### src/rtl/uart_pkg.sv
// Shared types and constants for the UART receive path.
// Pure declarations: no logic, no latency.
// No flow control; consumers sample strobes on the cycle they occur.
package uart_pkg;

  // Payload bits per 8N1 frame.
  localparam int DATA_BITS = 8;

  // 50 MHz system clock at 9600 baud.
  localparam int CLKS_PER_BIT_DEFAULT = 5208;

  // Receiver FSM states.
  typedef enum logic [2:0] {
    IDLE,
    START,
    DATA,
    STOP,
    BREAK
  } rx_state_t;

endpackage

### src/rtl/sync_2ff.sv
// Two-flop synchroniser for a single asynchronous bit.
// Latency: 2 clk cycles from input change to output change.
// No backpressure; the output simply follows the input.
module sync_2ff #(
  parameter logic RESET_VAL = 1'b1
) (
  input  logic i_clk,
  input  logic i_reset,
  input  logic i_d,
  output logic o_q
);

  logic r_meta;
  logic r_sync;

  // Shift the async input through two flops; reset to the line's idle level.
  always_ff @(posedge i_clk) begin
    if (i_reset) begin
      r_meta <= RESET_VAL;
      r_sync <= RESET_VAL;
    end else begin
      r_meta <= i_d;
      r_sync <= r_meta;
    end
  end

  assign o_q = r_sync;

endmodule

### src/rtl/uart_rx.sv
// 8N1 UART receiver, LSB first, centre-of-bit sampling.
// Latency: strobe 2 + CLKS_PER_BIT/2 + 9*CLKS_PER_BIT + 1 cycles after the rx falling edge.
// No backpressure: rx_data holds the last good byte until the next good frame.
module uart_rx
  import uart_pkg::*;
#(
  parameter int CLKS_PER_BIT = CLKS_PER_BIT_DEFAULT
) (
  input  logic       clk,
  input  logic       reset,
  input  logic       rx,
  output logic [7:0] rx_data,
  output logic       rx_data_ready,
  output logic       rx_frame_error
);

  localparam int CW = $clog2(CLKS_PER_BIT);
  localparam int IW = $clog2(DATA_BITS);

  // Last count of the half-bit wait that lands in the middle of the start bit.
  localparam logic [CW-1:0] HALF_LAST = CW'(CLKS_PER_BIT / 2 - 1);
  // Last count of a full bit period.
  localparam logic [CW-1:0] BIT_LAST  = CW'(CLKS_PER_BIT - 1);
  localparam logic [IW-1:0] IDX_LAST  = IW'(DATA_BITS - 1);

  logic                 w_rxs;

  rx_state_t            r_state;
  rx_state_t            w_state_next;
  logic [CW-1:0]        r_cnt;
  logic [CW-1:0]        w_cnt_next;
  logic [IW-1:0]        r_bit_idx;
  logic [IW-1:0]        w_bit_idx_next;
  logic [DATA_BITS-1:0] r_shift;
  logic [DATA_BITS-1:0] w_shift_next;
  logic [DATA_BITS-1:0] r_data;
  logic [DATA_BITS-1:0] w_data_next;
  logic                 r_ready;
  logic                 w_ready_next;
  logic                 r_ferr;
  logic                 w_ferr_next;

  sync_2ff #(
    .RESET_VAL (1'b1)
  ) u_sync (
    .i_clk   (clk),
    .i_reset (reset),
    .i_d     (rx),
    .o_q     (w_rxs)
  );

  // Register all FSM, datapath and strobe state.
  always_ff @(posedge clk) begin
    if (reset) begin
      r_state   <= IDLE;
      r_cnt     <= '0;
      r_bit_idx <= '0;
      r_shift   <= '0;
      r_data    <= '0;
      r_ready   <= 1'b0;
      r_ferr    <= 1'b0;
    end else begin
      r_state   <= w_state_next;
      r_cnt     <= w_cnt_next;
      r_bit_idx <= w_bit_idx_next;
      r_shift   <= w_shift_next;
      r_data    <= w_data_next;
      r_ready   <= w_ready_next;
      r_ferr    <= w_ferr_next;
    end
  end

  // Next-state, counter, shift and strobe decisions from the synchronised line.
  always_comb begin
    w_state_next   = r_state;
    w_cnt_next     = r_cnt + 1'b1;
    w_bit_idx_next = r_bit_idx;
    w_shift_next   = r_shift;
    w_data_next    = r_data;
    w_ready_next   = 1'b0;
    w_ferr_next    = 1'b0;

    case (r_state)
      IDLE: begin
        w_cnt_next = '0;
        if (!w_rxs) begin
          w_state_next = START;
        end
      end

      START: begin
        if (r_cnt == HALF_LAST) begin
          w_cnt_next = '0;
          if (!w_rxs) begin
            w_state_next   = DATA;
            w_bit_idx_next = '0;
          end else begin
            // Line came back high mid start bit: treat as noise.
            w_state_next = IDLE;
          end
        end
      end

      DATA: begin
        if (r_cnt == BIT_LAST) begin
          w_cnt_next              = '0;
          w_shift_next[r_bit_idx] = w_rxs;
          w_bit_idx_next          = r_bit_idx + 1'b1;
          if (r_bit_idx == IDX_LAST) begin
            w_state_next = STOP;
          end
        end
      end

      STOP: begin
        if (r_cnt == BIT_LAST) begin
          w_cnt_next = '0;
          if (w_rxs) begin
            // Returning to IDLE half a bit early lets a back-to-back start edge be caught.
            w_data_next  = r_shift;
            w_ready_next = 1'b1;
            w_state_next = IDLE;
          end else begin
            w_ferr_next  = 1'b1;
            w_state_next = BREAK;
          end
        end
      end

      BREAK: begin
        // Hold off until the line goes idle so a stuck-low line yields one error only.
        w_cnt_next = '0;
        if (w_rxs) begin
          w_state_next = IDLE;
        end
      end

      default: begin
        w_cnt_next   = '0;
        w_state_next = IDLE;
      end
    endcase
  end

  assign rx_data        = r_data;
  assign rx_data_ready  = r_ready;
  assign rx_frame_error = r_ferr;

endmodule

### config.mk
export PLATFORM = sky130hd
export DESIGN_NAME = uart_rx
export DESIGN_NICKNAME = d
export VERILOG_FILES = /design/src/rtl/uart_pkg.sv /design/src/rtl/sync_2ff.sv /design/src/rtl/uart_rx.sv
export SDC_FILE = /design/constraint.sdc
export NUM_CORES = 1
export LEC_CHECK = 0
export CAP_MARGIN = 15
export CORE_ASPECT_RATIO = 1.25
export CORE_MARGIN = 4
export CORE_UTILIZATION = 35
export CTS_CLUSTER_SIZE = 24
export DETAILED_ROUTE_END_ITERATION = 10
export GPL_ROUTABILITY_DRIVEN = 0
export HOLD_SLACK_MARGIN = 0.12
export PLACE_DENSITY_LB_ADDON = 0.25
export REMOVE_ABC_BUFFERS = 1
export SYNTH_ARGS = -nofsm -noshare
export SYNTH_HDL_FRONTEND = slang
export SYNTH_SLANG_ARGS = --single-unit
export TNS_END_PERCENT = 100
### constraint.sdc
create_clock -name clk -period 1.78 [get_ports clk]
set_clock_uncertainty 0.15 [all_clocks]
set_input_delay 0.356 -clock clk [delete_from_list [all_inputs] [get_ports clk]]
set_output_delay 0.356 -clock clk [all_outputs]
set_load 0.005 [all_outputs]
* After elaboration in Yosys (flattened, before gate mapping)
Cells that the tools add are included.
** Word-level totals
- Register bits after elaboration :: 39
- Bits of input ports :: 3
- Output and inout port bits :: 10
- Logic and storage cells :: 59
** Operators by class
- $add $sub $neg :: 2
- Order comparisons :: 2
- Equality and inequality tests :: 14
- Multiplexer cells :: 21
- Bitwise gates (word level) :: 2
- Reduce and logical (&&, ||, !) cells :: 9
** Operator list (count)
- $mux 3 :: 10
- $mux 13 :: 2
- $pmux 13 s2 :: 1
- $pmux 3 s5 :: 1
- $add 13x1->13 const B :: 1
- $eq 13x12->1 const B :: 1
- $eq 13x13->1 const B :: 1
- $ne 2x2->1 const B :: 6
- $bwmux 8 :: 1
- $eq 3x2->1 const B :: 2
- $eq 3x3->1 const B :: 2
- $pmux 3 s2 :: 1
- $reduce_and 6->1 :: 1
- $lt 3x4->1 const B :: 1
- $reduce_and 4->1 :: 1
- $add 3x1->3 const B :: 1
- $demux 1 s3 :: 1
- $eq 3x1->1 const B :: 1
- $ge 3x1->1 const B :: 1
- $logic_not 3->1 :: 1
- $mux 1 :: 3
- $reduce_and 3->1 :: 1
- $reduce_or 3->1 :: 1
- $mux 2 :: 1
- other kinds (6) :: 7

* Logic depth before layout (Yosys ltp)
Gate-level depths: netlist of the first run.
- Depth in word-level cells :: 5
- Mapped depth :: 7
- Depth with buffers taken out :: 6

* Hierarchy
Synthesis of the first run repeated with hierarchy kept, for this count alone.
** Unflattened totals
- Cell total of the unflattened synthesis :: 194
- Area, all modules :: 1873.0 um^2
** By module, submodules not included
- uart_rx :: times used 1, cells an instance 190, area an instance 1820.5 um^2, seq. area each 740.7 um^2
- sync_2ff :: times used 1, cells an instance 4, area an instance 52.6 um^2, seq. area each 40.0 um^2

* Worst setup path before layout of the first run
No wires, ideal clock.
- Kind :: reg-to-reg
- From :: register r_cnt[0]
- To :: register r_bit_idx[0]
- Setup time :: 0.121 ns
- Data arrival time :: 1.590 ns
- Required time :: 1.509 ns
- Setup slack :: -0.081 ns
- Cell stages (with the launch flop) :: 7
- Path buffers :: 0
- Period minus slack after synthesis :: 1.861 ns
- Path through :: dfxtp_1 ha_1 and4bb_1 nor3b_4 a311o_1 o21ai_1 mux2_2
** Between the ends
- Longest elaborated chain between the ends :: 3
- Elaborated cells on any way between the ends :: 5
- Those cells by class :: eq/ne (4); reduce/logical (1)
** Ends and longest elaborated chain
- start: declaration :: RTL line uart_rx.sv:30 : logic [CW-1:0] r_cnt;
- start signal: assignment :: RTL line uart_rx.sv:64 : r_cnt <= w_cnt_next;
- $eq 13x13->1 / $eq 13x12->1 (equally long branches) :: RTL line uart_rx.sv:105, uart_rx.sv:92
- $ne 2x2->1 (no line)
- $reduce_and 4->1 (no line) *
- end signal: assignment :: RTL line uart_rx.sv:65 : r_bit_idx <= w_bit_idx_next;
- end: declaration :: RTL line uart_rx.sv:32 : logic [IW-1:0] r_bit_idx;
Mark *: on every way between the ends. The rest lies on a longest branch, timed or not.
A chain may end at the register's enable or synchronous reset.

* Worst setup path after layout of the first run
- From :: register r_cnt[0]
- To :: register r_cnt[6]
** Between the ends
- Longest elaborated chain between the ends :: 3
- Elaborated cells on any way between the ends :: 6
- Those cells by class :: add/sub (1); eq/ne (2); mux (3)
** Ends and longest elaborated chain
- $add 13x1->13 (tied with other cells) :: RTL line uart_rx.sv:76 : w_cnt_next = r_cnt + 1'b1;
- $mux 13, on equally long branches :: RTL line uart_rx.sv:105, uart_rx.sv:116, uart_rx.sv:92
- $pmux 13 s2 * :: RTL line uart_rx.sv:83 : case (r_state)
Marked as above.

==> results.md, run 1 <==
CTS:
- The TritonCTS clock tree is done.
- In this run the clock root is driven by a clkbuf_8.
- After clock tree synthesis, the clock-pin slew on the worst setup and hold paths is approximately 0.07 ns.
- After clock tree synthesis, the flow added hold-fix buffers numbering 0.
- The insertion delay to the later sink of the worst-skew pair is 0.29 ns.
- The clock drives 39 sinks.
- In this run the number of H-tree levels came out at 2.
- TritonCTS created 5 clock buffers.
- The buffer depth of the longest clock path is 2.

STA:
- Setup repair after global routing could not meet its margin everywhere.
- The total negative slack is -1.11 ns.
- The final number of setup-violating endpoints is 27.
- The actual slew at the worst max-slew pin is between 0.5 and 0.6 ns.
- Timing would allow up to around 540 MHz.
- The final worst-path cycle share is 1.04.
- Measured against its own limit, the worst slew margin works out to 0.654.
- The worst path in the final design needs a cycle of about 1.9 ns, including I/O delays and setup.
- The number of endpoints with negative hold slack in the final report was 0.
- Across all setup checks in the final design, the least slack found is -0.0761 ns.
- The final-report max-slew violation count is 0.

Synthesis:
- The post-synthesis cell area is about 0.0017 mm².
- The mean instance size in the synthesized netlist is about 10 µm².
- Of the synthesized area, sequential elements account for 0.455.
- The primary flip-flop cell chosen by synthesis mapping is dfxtp_1.
- During synthesis, Yosys emitted a total of 0 warnings.
- The cell taking the most area after synthesis is dfxtp_1.
- The count of unique library cells instantiated by Yosys is 41.
- The share of flip-flops with an asynchronous set or reset after synthesis is 0.
- The share of synthesized area in the top cell type comes to 0.455.
- The count of flip-flops with a built-in enable after synthesis is 0.
- By area the synthesized netlist is led by dfxtp_1, mux2i_1, nor2_1.
- The number of cells produced by synthesis is 176.
- Counting flops and latches in the post-synthesis netlist gives 39.

Die:
- The floorplan step defined a die boundary enclosing 0.00609 mm².
- The initialized floorplan defines 28 standard-cell rows.
- The die is 70.6 µm wide.
- The initial cell density of the core is 0.362.
- From bottom edge to top edge, the die measures between 80 and 90 µm.
- The floorplan core area is 0.00473 mm².
- 13 I/O pins were placed.

Hold path:
- The type of the most critical hold path is flop to flop.
- In this run the most critical hold path is launched from u_sync.r_meta$_SDFF_PP1_.

Worst setup path:
- STA puts the critical path data required time at ~1.9 ns.
- The arrival time of data at the critical path endpoint is slightly below 2 ns.
- The minimum setup slack among reg-to-reg paths is -0.08 ns.
- The critical register-to-register path startpoint is r_cnt[0]$_SDFF_PP0_.
- Along the worst path, the maximum fanout reaches 7.
- The worst reg2reg path endpoint is r_cnt[6]$_SDFF_PP0_.
- The endpoint of the most critical setup path is r_cnt[6]$_SDFF_PP0_.
- The element type at the critical path end is a flop.
- The critical path goes through ha_4 -> buf_4 -> and3_4 -> nand4_1 -> nand4b_1 -> o32a_4 -> nor2_1.
- The startpoint-to-endpoint class of the critical path is flop to flop.
- For this design, the slowest cell found on the critical path is o32a_4.
- The highest cell delay on the worst timing path is about 0.44 ns.
- STA classifies the critical path startpoint as a flop.
- The number of cells on the worst reg-to-reg path is 7.
- The origin of the worst setup path is r_cnt[0]$_SDFF_PP0_.

Layout:
- The fraction of layout instances using a drive strength above 1 is 0.303.
- The top cell types in the final layout, fill and taps aside, are dfxtp_1, nor2_1, buf_4.
- Leaving out fill and tap cells, the most frequent cell in the layout is dfxtp_1.
- The non-filler instance count after layout is around 270.
- The number of fillers in the final layout is roughly 440.
- The synthesis-to-finish area growth is 35.2%.
- The number of nets in the finished design is around 220.
- The number of diodes is 0.

Outcome:
- The checks that failed: negative setup slack.
- The flow ran to the end, but the final reports show violations.

Drt:
- The average routed wire per standard cell is ~15 µm.
- The number of nets with antenna violations after detailed routing is 0.
- The pre-antenna-repair detailed-routing pass consisted of 4 iterations.
- The wire length after detailed routing is about 4000 µm.
- The count of unresolved DRC violations after routing is 0.
- The first routing iteration left 71 violations.
- The vias after detailed routing is between 1k and 1.5k.
- Dividing the detail-routed via count by the number of cells gives ~5.3.

Global route:
- The pin count of the biggest net entering global routing is 20.
- The global-route usage over all layers is 0.140.
- The wire length of the first global-routing pass is approximately 6900 µm.
- The number of global-route vias before repair is between 1k and 1.5k.
- The remaining global-route overflow is 0.
- The initial antenna violation count was 0.

Placement:
- In this run the tool buffered the top-level ports with 12 buffer cells.
- The cell total after placement is roughly 260.
- The placed wire-length estimate after detailed placement is between 2000 and 3000 µm.

Pwr:
- For this design the static power due to leakage is around 0.95 nW.
- Across the VDD grid, the largest voltage drop is approximately 0.43 mV.
- The power per unit of standard cell area is 729 mW/mm².

Run:
- The max capacitance violation total is 0.
[sequential cells by signal, summed over array words and instances (netlist names)]
name / count
r_bit_idx: 3
r_cnt: 13
r_shift: 8
r_state: 3
rx_data: 8
rx_data_ready: 1
rx_frame_error: 1
u_sync.o_q: 1
u_sync.r_meta: 1
[power by group]
part | total, mW | internal [mW] | leakage, nW | switching [mW]
Sequential | 0.881 | 0.877 | 0.316 | 0.00412
Combinational | 0.0595 | 0.0245 | 0.574 | 0.0350
Clock | 0.748 | 0.453 | 0.0612 | 0.295
Total | 1.69 | 1.35 | 0.950 | 0.334
[synthesized netlist by cell type, types with 2 or more instances]
library cell and count:
a22o_1 2, and3_1 6, and4_1 2, buf_2 2, clkbuf_1 8, dfxtp_1 39
ha_1 3, inv_1 3, mux2i_1 16, nand2_1 4, nand3_1 4, nand4_1 5
nand4b_1 3, nand4bb_1 2, nor2_1 35, nor3_1 4, nor4_1 2, nor4b_1 2
nor4b_2 2, or2_2 2, xnor2_1 5, xor2_1 6
[logic make-up after synthesis]
| group | Yosys count | synth area share |
|---|---|---|
| and+or+nand+nor | 81 | 0.284 |
| adders and majority gates | 3 | 0.0219 |
| muxes | 17 | 0.100 |
| buffers and inverters | 15 | 0.0365 |
| xor gates and xnor gates | 11 | 0.0562 |
| DFF | 39 | 0.455 |
| AOI/OAI and AO/OA | 10 | 0.0460 |
[routing by layer]
layer / track usage / vias up / wire (µm)
li1: - / 693 / -
met1: 0.144 / 697 / 1600
met2: 0.271 / 28 / 2210
met3: 0.0336 / 7 / 133
met4: 0.0513 / 0 / 62
met5: 0 / - / 0
[critical path, delay by kind of cell, from the launching register on]
kind                       cells  cell delay [ns]
adders and majority gates      1             0.15
and+or+nand+nor                4             0.59
buffers and inverters          1             0.13
DFF                            1             0.34
AOI/OAI and AO/OA              1             0.44
[cell type report]
type                    count  area (µm²)  share of cell area
clock inverters             2        35.0              0.0151
multi-input cells         123        1000               0.433
clock buffers               6        82.6              0.0356
repair buffers             38         327               0.141
well taps                  60        75.1              0.0324
flip-flops and latches     39         783               0.338
inverters                   3        11.3             0.00486
[worst min-delay path by stage]
stage | cells past startpoint | to
CTS | 1 | u_sync.o_q$_SDFF_PP1_
detailed placement | 1 | u_sync.o_q$_SDFF_PP1_
finish | 1 | u_sync.o_q$_SDFF_PP1_
floorplan | 1 | u_sync.o_q$_SDFF_PP1_
global route | 1 | u_sync.o_q$_SDFF_PP1_
global placement | 1 | u_sync.o_q$_SDFF_PP1_
[metrics by stage]
stage                     hold slack, ns   util  total power [mW]  instance area (µm²)  setup WS [ns]
after floorplan                    0.239      -             0.919                 1660         -0.291
after global placement             0.249  0.429             0.947                 2030         -0.141
after detailed placement           0.250  0.429             0.949                 2030         -0.181
after CTS                          0.272  0.476              1.70                 2250        -0.0501
after global routing               0.298  0.490              1.76                 2320         -0.171
final                              0.268  0.490              1.69                 2320        -0.0761
[what timing repair did]
| action | 4_1_cts | 5_1_grt |
|---|---|---|
| pin swaps | 5 | 15 |
| gates cloned | 0 | 1 |
| buffers inserted | 2 | 1 |
| setup endpoints to repair | 29 | 35 |
| resized for setup | 16 | 13 |
Note: power is estimated with default switching activity, not from simulation.
==> inputs of run 2 (changes only) <==
--- a/config.mk
+++ b/config.mk
@@ -8,7 +8,7 @@
 export CAP_MARGIN = 15
 export CORE_ASPECT_RATIO = 1.25
 export CORE_MARGIN = 4
-export CORE_UTILIZATION = 35
+export CORE_UTILIZATION = 51
 export CTS_CLUSTER_SIZE = 24
 export DETAILED_ROUTE_END_ITERATION = 10
 export GPL_ROUTABILITY_DRIVEN = 0
==> results.md, run 2 (same netlist as run 1, synthesis figures left out) <==
Hold path:
- The type of the most critical hold path is flop to flop.

Layout:
- The utilization after layout was 0.692 (+0.202).
- The fraction of layout instances using a drive strength above 1 is 0.261 (-0.0427).
- The library cell used most frequently in the layout, excluding fill and tap cells, is dfxtp_1.
- The non-filler instance count after layout is 248 (-8.5%).
- The flip-flop count of the largest register after layout is 13 (unchanged).
- The number of fillers in the final layout is 246 (-44%).
- Leaving out fill and tap cells, the most frequent cells in the layout are dfxtp_1, nor2_1, buf_4.
- The area used by sequential logic in the layout is 783 µm² (unchanged).
- The number of nets in the finished design is 217 (+0.46%).
- The footprint of the multi-input gates came to 963 µm² (-4.0%).
- The area growth from synthesis to layout is 30.1%.
- More flip-flops sit in one register than any other, and that register is r_cnt.
- The number of diodes is 0 (unchanged).

Worst setup path:
- Walking the worst path, the cells encountered are ha_4 -> and4bb_2 -> nor3b_4 -> a311o_1 -> o21ai_2 -> mux2_4.
- The highest cell delay on the worst timing path is 0.36 ns (-0.08 ns).
- The maximum fanout encountered on the critical timing path came to 4 (-3).
- STA classifies the critical path startpoint as a flop.
- The arrival time of data at the critical path endpoint came to 1.92 ns (-0.02 ns).
- On the critical path, the stage with the largest delay is an instance of dfxtp_2.
- The required arrival time at the worst endpoint is 1.82 ns (-0.04 ns).
- The worst setup path is of the flop to flop kind.
- The worst setup path is captured at a flop.

Die:
- The area enclosed by the die boundary is 0.00436 mm² (-28%).
- The number of rows created at floorplan is 23 (-18%).
- The initial cell density of the core is 0.532 (+0.169).
- The width of the die is 59.9 µm (-15%).
- The floorplan core area is 0.00322 mm² (-32%).
- The top-level I/O count is 13 (unchanged).
- The vertical extent of the die is 72.8 µm (-16%).

CTS:
- The clock-pin transition on the worst setup and hold timing paths is 0.08 ns (about the same).
- The buffer depth of the longest clock path is 2 (unchanged).
- The count of H-tree levels built during CTS was 2 (unchanged).
- The insertion delay to the later sink of the worst-skew pair was 0.29 ns (about the same).
- The clock net sink count came to 39 (unchanged).
- The number of buffers inserted during clock tree synthesis is 5 (unchanged).
- The cell chosen for the clock root is clkbuf_8.
- The TritonCTS clock tree is done.
- The number of hold buffers added after CTS is 0 (unchanged).

Outcome:
- The final reports fail on negative setup slack.
- The run finished, with violations left.

STA:
- Setup repair after global routing could not meet its margin everywhere.
- The final critical-path required period is 1.88 ns (+0.0265 ns).
- The headroom to the max-slew limit is 0.640 (-0.0142).
- The number of endpoints with negative hold slack in the final report is 0 (unchanged).
- The actual slew at the worst max-slew pin is 0.539 ns (+0.0212 ns).
- The final worst-path cycle share is 1.06 (+0.0149).
- The final-report max-slew violation count was 0 (unchanged).
- The fmax is 531 MHz (-1.4%).
- The final number of setup-violating endpoints was 28 (+3.7%).
- The worst setup margin came to -0.103 ns (-0.0265 ns).

Drt:
- The number of nets with antenna violations after detailed routing came to 0 (unchanged).
- The number of DRC markers in iteration 0 is 53 (-25%).
- The vias after detailed routing is 1,388 (-2.6%).
- The average routed wire per standard cell is 15.0 µm (+1.5%).
- The number of detailed-route iterations in the first pass is 5 (+1).
- The wire length after detailed routing came to 3720 µm (-7.1%).
- The count of unresolved DRC violations after routing is 0 (unchanged).
- The via count normalized by instance count was 5.60 (+6.4%).

Pwr:
- The static leakage is 0.934 nW (-1.8%).
- The power per unit of standard cell area is 688 mW/mm² (-5.6%).
- The worst supply voltage drop on vdd came to 0.604 mV (+40%).

Global route:
- The number of global-route vias before repair is 1,440 (-2.8%).
- The pin count of the biggest net entering global routing is 14 (-30%).
- The initial antenna violation count is 0 (unchanged).
- The wire length of the first global-routing pass is 6500 µm (-5.5%).
- The remaining global-route overflow is 0 (unchanged).
- The global-route usage over all layers is 0.197 (+0.0573).

Placement:
- The placed wire-length estimate after detailed placement is 2550 µm (-6.9%).
- The cell total after placement was 237 (-8.5%).
- The total of buffers placed on input and output ports is 12 (unchanged).
- The worst setup slack before clock tree synthesis is -0.207 ns (-0.0259 ns).

Run:
- The max capacitance violation total is 0 (unchanged).
## run 2: power breakdown
group | total, mW | leakage [nW] | switching, mW | internal, mW
clock | 0.598 | 0.0470 | 0.294 | 0.304
combinational | 0.0540 | 0.571 | 0.0302 | 0.0238
sequential | 0.881 | 0.316 | 0.00403 | 0.877
## run 2: cell type report
class	instances	area share
clock buffer	6	0.0370
clock inverter	1	0.00224
inverter	3	0.00505
multi-input combinational	122	0.432
sequential	39	0.351
tap	37	0.0208
timing repair buffer	40	0.152
## run 2: stage by stage
step | hold slack (ns) | setup TNS (ns) | area (µm²) | total power, mW
2_1_floorplan | 0.239 | -2.77 | 1660 | 0.919
3_3_place_gp | 0.249 | -2.41 | 2010 | 0.948
3_5_place_dp | 0.251 | -4.21 | 2010 | 0.950
4_1_cts | 0.271 | -0.923 | 2210 | 1.54
5_1_grt | 0.299 | -4.52 | 2230 | 1.59
6_report | 0.268 | -1.40 | 2230 | 1.53
## run 2: timing repair
action | in CTS | in global routing
pin swaps | 7 | 3
hold endpoints to repair | 0 | 0
setup endpoints to repair | 29 | 32
setup buffers | 3 | 1
resized for setup | 16 | 3
## run 2: final timing paths
check                           startpoint                        end  slack [ns]  depth (start not counted)
setup / recovery       r_cnt[1]$_SDFF_PP0_  r_bit_idx[0]$_SDFFE_PP0P_       -0.10                          6
hold / removal    u_sync.r_meta$_SDFF_PP1_      u_sync.o_q$_SDFF_PP1_        0.27                          1
setup reg to reg       r_cnt[1]$_SDFF_PP0_  r_bit_idx[0]$_SDFFE_PP0P_       -0.10                          6
hold reg to reg   u_sync.r_meta$_SDFF_PP1_      u_sync.o_q$_SDFF_PP1_        0.27                          1
## run 2: critical path, delay by kind of cell (launching register included)
| family | cells | cell delay, ns |
|---|---|---|
| AO/OA/AOI/OAI | 2 | 0.31 |
| adder cells (fa/ha/maj) | 1 | 0.14 |
| flip-flops | 1 | 0.36 |
| multiplexers | 1 | 0.27 |
| AND/OR/NAND/NOR | 2 | 0.55 |
## run 2: per-layer routing
metal | up-vias | wire (µm) | track usage | share of wire
met5 | - | 0 | 0 | 0
li1 | 685 | - | - | -
met1 | 667 | 1540 | 0.219 | 0.41
met2 | 28 | 1970 | 0.339 | 0.53
met4 | 0 | 72 | 0.0887 | 0.019
met3 | 8 | 137 | 0.0584 | 0.037
